$ cat config.mk
export PLATFORM = sky130hd
export DESIGN_NAME = jk_sync_counter
export DESIGN_NICKNAME = d
export VERILOG_FILES = /design/src/rtl/jk_cnt_pkg.sv /design/src/rtl/jk_ff_cell.sv /design/src/rtl/jk_sync_counter.sv
export SDC_FILE = /design/constraint.sdc
export NUM_CORES = 1
export LEC_CHECK = 0
export ABC_AREA = 1
export CORE_AREA = 2 2 39 41
export DETAILED_ROUTE_END_ITERATION = 16
export DIE_AREA = 0 0 41 43
export PLACE_DENSITY = 0.66
export SYNTH_ARGS = -nofsm -noshare
export SYNTH_HDL_FRONTEND = slang
export SYNTH_SLANG_ARGS = --single-unit
$ cat constraint.sdc
create_clock -name Clk -period 3.65 [get_ports Clk]
set_clock_uncertainty 0.1 [all_clocks]
set_input_delay 1.095 -clock Clk [delete_from_list [all_inputs] [get_ports Clk]]
set_output_delay 1.095 -clock Clk [all_outputs]
set_load 0.02 [all_outputs]
$ cat src/rtl/jk_cnt_pkg.sv
// jk_cnt_pkg: shared JK excitation encodings, default width and mask helper
package jk_cnt_pkg;
  localparam logic [1:0] JK_HOLD = 2'b00;
  localparam logic [1:0] JK_RESET = 2'b01;
  localparam logic [1:0] JK_SET = 2'b10;
  localparam logic [1:0] JK_TOGGLE = 2'b11;
  localparam int DEFAULT_WIDTH = 4;
  function automatic logic [15:0] all_ones(input int width);
    return 16'((32'd1 << width) - 32'd1);
  endfunction
endpackage

$ cat src/rtl/jk_ff_cell.sv
// jk_ff_cell: single-bit JK flip-flop (no reset; reset arrives as J/K excitation)
// Ports: Clk clock, J/K excitation in, Q/Q_not state out.
module jk_ff_cell (
  input  logic Clk,
  input  logic J,
  input  logic K,
  output logic Q,
  output logic Q_not
);
  always_ff @(posedge Clk) Q <= (J & ~Q) | (~K & Q);
  assign Q_not = ~Q;
endmodule

$ cat src/rtl/jk_sync_counter.sv
// jk_sync_counter: WIDTH-bit synchronous up/down counter built from JK cells
// Ports: Clk clock; RST sync active-high reset; En enable; Up direction;
// Load/D parallel load; Q count; TC terminal count; J_mon/K_mon excitation.
// Macro JK_CNT_SATURATE_EN: hold at the terminal value instead of wrapping.
module jk_sync_counter
  import jk_cnt_pkg::*;
#(
  parameter int WIDTH = DEFAULT_WIDTH,
  parameter logic [WIDTH-1:0] RST_VAL = '0
) (
  input  logic             Clk,
  input  logic             RST,
  input  logic             En,
  input  logic             Up,
  input  logic             Load,
  input  logic [WIDTH-1:0] D,
  output logic [WIDTH-1:0] Q,
  output logic             TC,
  output logic [WIDTH-1:0] J_mon,
  output logic [WIDTH-1:0] K_mon
);
  localparam logic [15:0] ONES = all_ones(WIDTH);
  logic [WIDTH-1:0] q, q_n, tog;
  logic [WIDTH-1:0][1:0] jk;
  logic ones_pre, zeros_pre, sat;
  assign Q = q;
  assign TC = En & ~Load & ~RST & ((Up & (q == ONES[WIDTH-1:0])) | (~Up & (q == '0)));
`ifdef JK_CNT_SATURATE_EN
  assign sat = TC;
`else
  assign sat = 1'b0;
`endif
  // Bit i toggles when every lower bit is 1 (up) or 0 (down); running prefixes.
  always_comb begin
    ones_pre = 1'b1;
    zeros_pre = 1'b1;
    for (int i = 0; i < WIDTH; i++) begin
      tog[i] = Up ? ones_pre : zeros_pre;
      ones_pre = ones_pre & q[i];
      zeros_pre = zeros_pre & q_n[i];
    end
  end
  // Reset and load are applied as set/clear excitation through the cells.
  always_comb begin
    for (int i = 0; i < WIDTH; i++)
      jk[i] = RST ? (RST_VAL[i] ? JK_SET : JK_RESET) :
              Load ? (D[i] ? JK_SET : JK_RESET) :
              (En & tog[i] & ~sat) ? JK_TOGGLE : JK_HOLD;
  end
  for (genvar g = 0; g < WIDTH; g++) begin : g_cell
    assign J_mon[g] = jk[g][1];
    assign K_mon[g] = jk[g][0];
    jk_ff_cell u_cell (
      .Clk  (Clk),
      .J    (jk[g][1]),
      .K    (jk[g][0]),
      .Q    (q[g]),
      .Q_not(q_n[g])
    );
  end
endmodule

# == After elaboration in Yosys (flattened, before gate mapping) ==
# Index checks and enable logic that the tools add are counted.
# word_totals
register_bits,4
latch_bits,0
ram_bits,0
mem_bits_ro,0
inputBits,9
output_inout_bits,13
elab_cells,61
n_memories,0
# op_classes
add_sub_neg,0
n_mul,0
div_mod_pow,0
n_lt_le_gt_ge,0
n_eq_ne,1
shifts,0
mux,19
bitwise_logic,36
reduce_logical,1
# ops
op,count
two-way mux 2 bit,16
AND 1 bit,20
NOT 1 bit,11
bitwise OR 1 bit,5
"equality test 4 bit, second input constant",1
logical NOT 4 bit,1
two-way mux 1 bit,3

# == Longest topological paths before layout ==
# depth
depth_word,11
ltp_mapped,8
mapped_depth_nobuf,8

# == Modules after synthesis ==
# A second synthesis with hierarchy kept.
# hier_totals
cells_unflattened,60
area_unflattened_um2,367.9
# by_module_without_submodules
mod,n_inst,cells_per_inst,area_each_um2,seq_area_each_um2
jk_sync_counter,1,36,192.7,0.0
jk_ff_cell,4,6,43.8,20.0

# == Worst setup path after synthesis ==
# No wires, ideal clock.
# synth_timing
path_type,input to output
startpoint,input port Up
endpoint,output port TC
arrival_time_ps,1843
required_time_ps,2455
setup_slack_ps,612
stages,5
path_buffers,0
path_cell_list,nor2_1 -> nand2_1 -> nand2_1 -> nand2_1 -> nor3_1
# synth_via
elab_chain_cells,4
word_cells_on_any_way,5
classes_between,bitwise: 5
# synth_rtl
element,line_no,source
"start, declared",jk_sync_counter.sv:14,"input logic Up,"
NOT 1 bit,jk_sync_counter.sv:27,assign TC = En & ~Load & ~RST & ((Up & (q == ONES[WIDTH-1:0])) | (~Up & (q == '0)));
AND 1 bit,jk_sync_counter.sv:27,
bitwise OR 1 bit (*),jk_sync_counter.sv:27,
AND 1 bit (*),jk_sync_counter.sv:27,
"end, declared",jk_sync_counter.sv:18,"output logic TC,"
# Every way passes the cells marked *; elsewhere a longest branch is shown, timed or not.

# == Final worst setup path ==
# layout_timing
startpoint,input port Load
endpoint,output port K_mon[3]
# layout_via
elab_chain_cells,2
# layout_rtl
element,line_no,source
"start, declared",jk_sync_counter.sv:15,"input logic Load,"
two-way mux 2 bit,jk_sync_counter.sv:47,Load ? (D[i] ? JK_SET : JK_RESET) :
two-way mux 2 bit,jk_sync_counter.sv:46,jk[i] = RST ? (RST_VAL[i] ? JK_SET : JK_RESET) :
"end, declared",jk_sync_counter.sv:20,output logic [WIDTH-1:0] K_mon
# Every way passes these cells.

==> key figures <==
Outcome
  • Status: complete, no violations

Clock tree
  • Hold buffers post-CTS: 0
  • TritonCTS buffer count: 3
  • Clock Latency Late Sink: ~240 ps
  • Clock-pin slew on the worst setup and hold paths: 40 ps
  • H-tree levels: 1
  • Longest Clk Path Bufs: 2
  • CTS tree: done
  • Clock Sink Count: 4
  • Root Buffer: clkbuf_4

Route
  • First-pass DRT Iterations: 4
  • DR WL/cell: 8.87 um
  • Vias per cell: 4.58
  • Drt total wl: 985 um
  • Routed Antenna Nets: 0
  • 1st-iter DRT viols: 11
  • DRC viols: 0
  • Via Count: between 500 and 600

Pwr
  • Power per cell area: roughly 280 mW/mm2
  • Pleak: between 0.3 and 0.4 nW
  • Combinational Power Share: 0.426
  • Cell-internal power: between 0.1 and 0.15 mW
  • Sw frac: 0.344
  • Total power: 0.191 mW
  • Max VDD drop: around 0.08 mV
  • P_sw: approximately 0.066 mW
  • Power share of the clock group: 0.290
  • Reg power frac: 0.284

Synthesis
  • Synthesis Warnings: 0
  • Syn_area_per_cell: around 6.2 um2
  • Syn Nets: 81
  • Synthesized area: 448 um2
  • Sequential area share after synthesis: 0.179
  • Post-synth cell types: 18
  • Syn Inst Count: 72
  • Seq cells post-synth: 4

Cells and area
  • Commonest non-fill, non-tap cell in the layout: nand2_1
  • Max reg flops: 4
  • Ant. Diodes: 0
  • Number of fillers in the final layout: approximately 160
  • Biggest register: g_cell.u_cell.Q
  • Most frequent cells in the layout: nand2_1, clkdlybuf4s50_1, buf_4
  • Post-layout nets: between 100 and 150
  • Biggest regs: g_cell.u_cell.Q: 4 flops
  • Fraction of layout cells with a size suffix above 1: 0.284
  • Layout overhead on the synthesized area: 53.6%

Global routing
  • Pin count of the biggest net entering global routing: 7
  • Global route overflow: 0
  • Initial antenna violation count: 0
  • First-pass GRT wire length: around 1700 um
  • Vias in the first global route: around 460
  • Total track usage: 0.142

Floorplan
  • Io pins: 22
  • Total core area: between 0.001 and 0.0015 mm2
  • Horiz. Die Dim: ~41 um
  • Die boundary height: ~43 um
  • Rows: 14
  • Initial core utilization: 0.324
  • Die ar.: between 0.0015 and 0.002 mm2

STA
  • Hold WS: 409 ps
  • Final Critical Period: between 3000 and 4000 ps
  • Setup WS post-layout: 77.5 ps
  • Slew @ Worst Pin: ~210 ps
  • Count of final hold-check violations: 0
  • Final setup fails: 0
  • Relative slew slack: 0.859
  • Max-slew violations: 0
  • Max Clk Rate: between 200 and 300 MHz
  • RSZ-0062 raised after global routing: no
  • Final worst path period share: 0.979

Setup path
  • Crit path DAT: between 2000 and 2500 ps
  • Reg-to-reg startpoint: g_cell[0].u_cell.Q
  • Critical Path RT: 2450 ps
  • Crit-path leading delay family: buffers and inverters
  • CP max stage delay: between 500 and 600 ps
  • CP Capture Type: output port
  • Crit path cell chain: clkdlybuf4s50_1, inv_1, or2_1, nand3_1, clkdlybuf4s15_1
  • Startpoint Class: input port
  • WS Path Type: input port to output port
  • Max FO, Critical Path: 4
  • Crit-path slowest cell: clkdlybuf4s50_1
  • Worst Path Buf+Inv: 3
  • Crit path launch: Load

Flow run
  • Max_cap viols: 0

Placement
  • IO Port Bufs: 21
  • RePlAce Congestion: ~0.73
  • HPWL Detailed: between 800 and 900 um
  • Dpl ws: -300 ps

Worst hold path
  • HP Class: flip-flop to flip-flop
  • Hold Startpoint: g_cell[3].u_cell.Q
-- metrics by stage --
stage | utilization | cells | area, um2 | setup TNS, ps
6_report | 0.497 | 111 | 688 | 0
5_1_grt | 0.497 | 111 | 688 | 0
4_1_cts | 0.498 | 111 | 689 | 0
3_5_place_dp | 0.485 | 108 | 671 | -2260
3_3_place_gp | 0.485 | 108 | 671 | -2200
2_1_floorplan | - | 72 | 448 | 0
-- power by group through the flow --
| stage | clock network [mW] | logic [mW] | registers [mW] |
|---|---|---|---|
| 2_1_floorplan | 0 | 0.0544 | 0.0536 |
| 3_3_place_gp | 0 | 0.0846 | 0.0547 |
| 3_5_place_dp | 0 | 0.0853 | 0.0548 |
| 4_1_cts | 0.0581 | 0.0818 | 0.0542 |
| 5_1_grt | 0.0592 | 0.0895 | 0.0552 |
| 6_report | 0.0554 | 0.0812 | 0.0542 |
-- final timing paths --
check	depth (start not counted)	slack, ps	end
max	5	80	K_mon[3]
min reg2reg	2	410	g_cell[3].u_cell.Q
max reg2reg	7	2460	g_cell[1].u_cell.Q
min	2	410	g_cell[3].u_cell.Q
-- cell usage after synthesis --
| library cell | number | area, um2 |
|---|---|---|
| nand2_1 | 20 | 75.1 |
| a21oi_1 | 3 | 15.0 |
| nand3b_1 | 1 | 7.51 |
| buf_4 | 12 | 90.1 |
| inv_2 | 2 | 7.51 |
| o21ai_2 | 1 | 8.76 |
| nand4_1 | 3 | 18.8 |
| nor2_1 | 3 | 11.3 |
| or2_1 | 3 | 18.8 |
| nor3_1 | 1 | 5.00 |
| inv_1 | 8 | 30.0 |
| a21oi_4 | 1 | 16.3 |
| dfxtp_1 | 4 | 80.1 |
| nand3_1 | 5 | 25.0 |
| nor2_4 | 1 | 11.3 |
| nand3_2 | 1 | 10.0 |
| o211ai_1 | 1 | 7.51 |
| o21ai_0 | 2 | 10.0 |
-- what timing repair did --
item                                    CTS  global route
endpoints found under the setup margin    9             8
pin swaps                                 0             1
endpoints found under the hold margin     0             0
buffers inserted                          0             0
gates resized for setup                  16            10
-- cell type report --
type | instances | area (um2) | area share
repair buffers | 32 | 283 | 0.411
multi-input cells | 46 | 245 | 0.356
flip-flops and latches | 4 | 80.1 | 0.116
inverters | 10 | 37.5 | 0.0545
clock buffers | 3 | 22.5 | 0.0327
well taps | 16 | 20.0 | 0.0291
-- logic make-up after synthesis --
logic type      share of synthesized area
compound gates                      0.129
buf+inv                             0.285
flops                               0.179
simple gates                        0.408
-- tightest hold or removal path, stage by stage (launching register included) --
cell,delay [ps]
dfxtp_1,320
nand4_1,90
nand2_1,50
-- layer usage --
layer	global-route usage	vias to the layer above	wire, um
li1	-	266	-
met1	0.176	223	431
met2	0.216	17	485
met3	0	2	55
met4	0.120	0	13
met5	0	-	0
(Power assumes the default switching activity.)
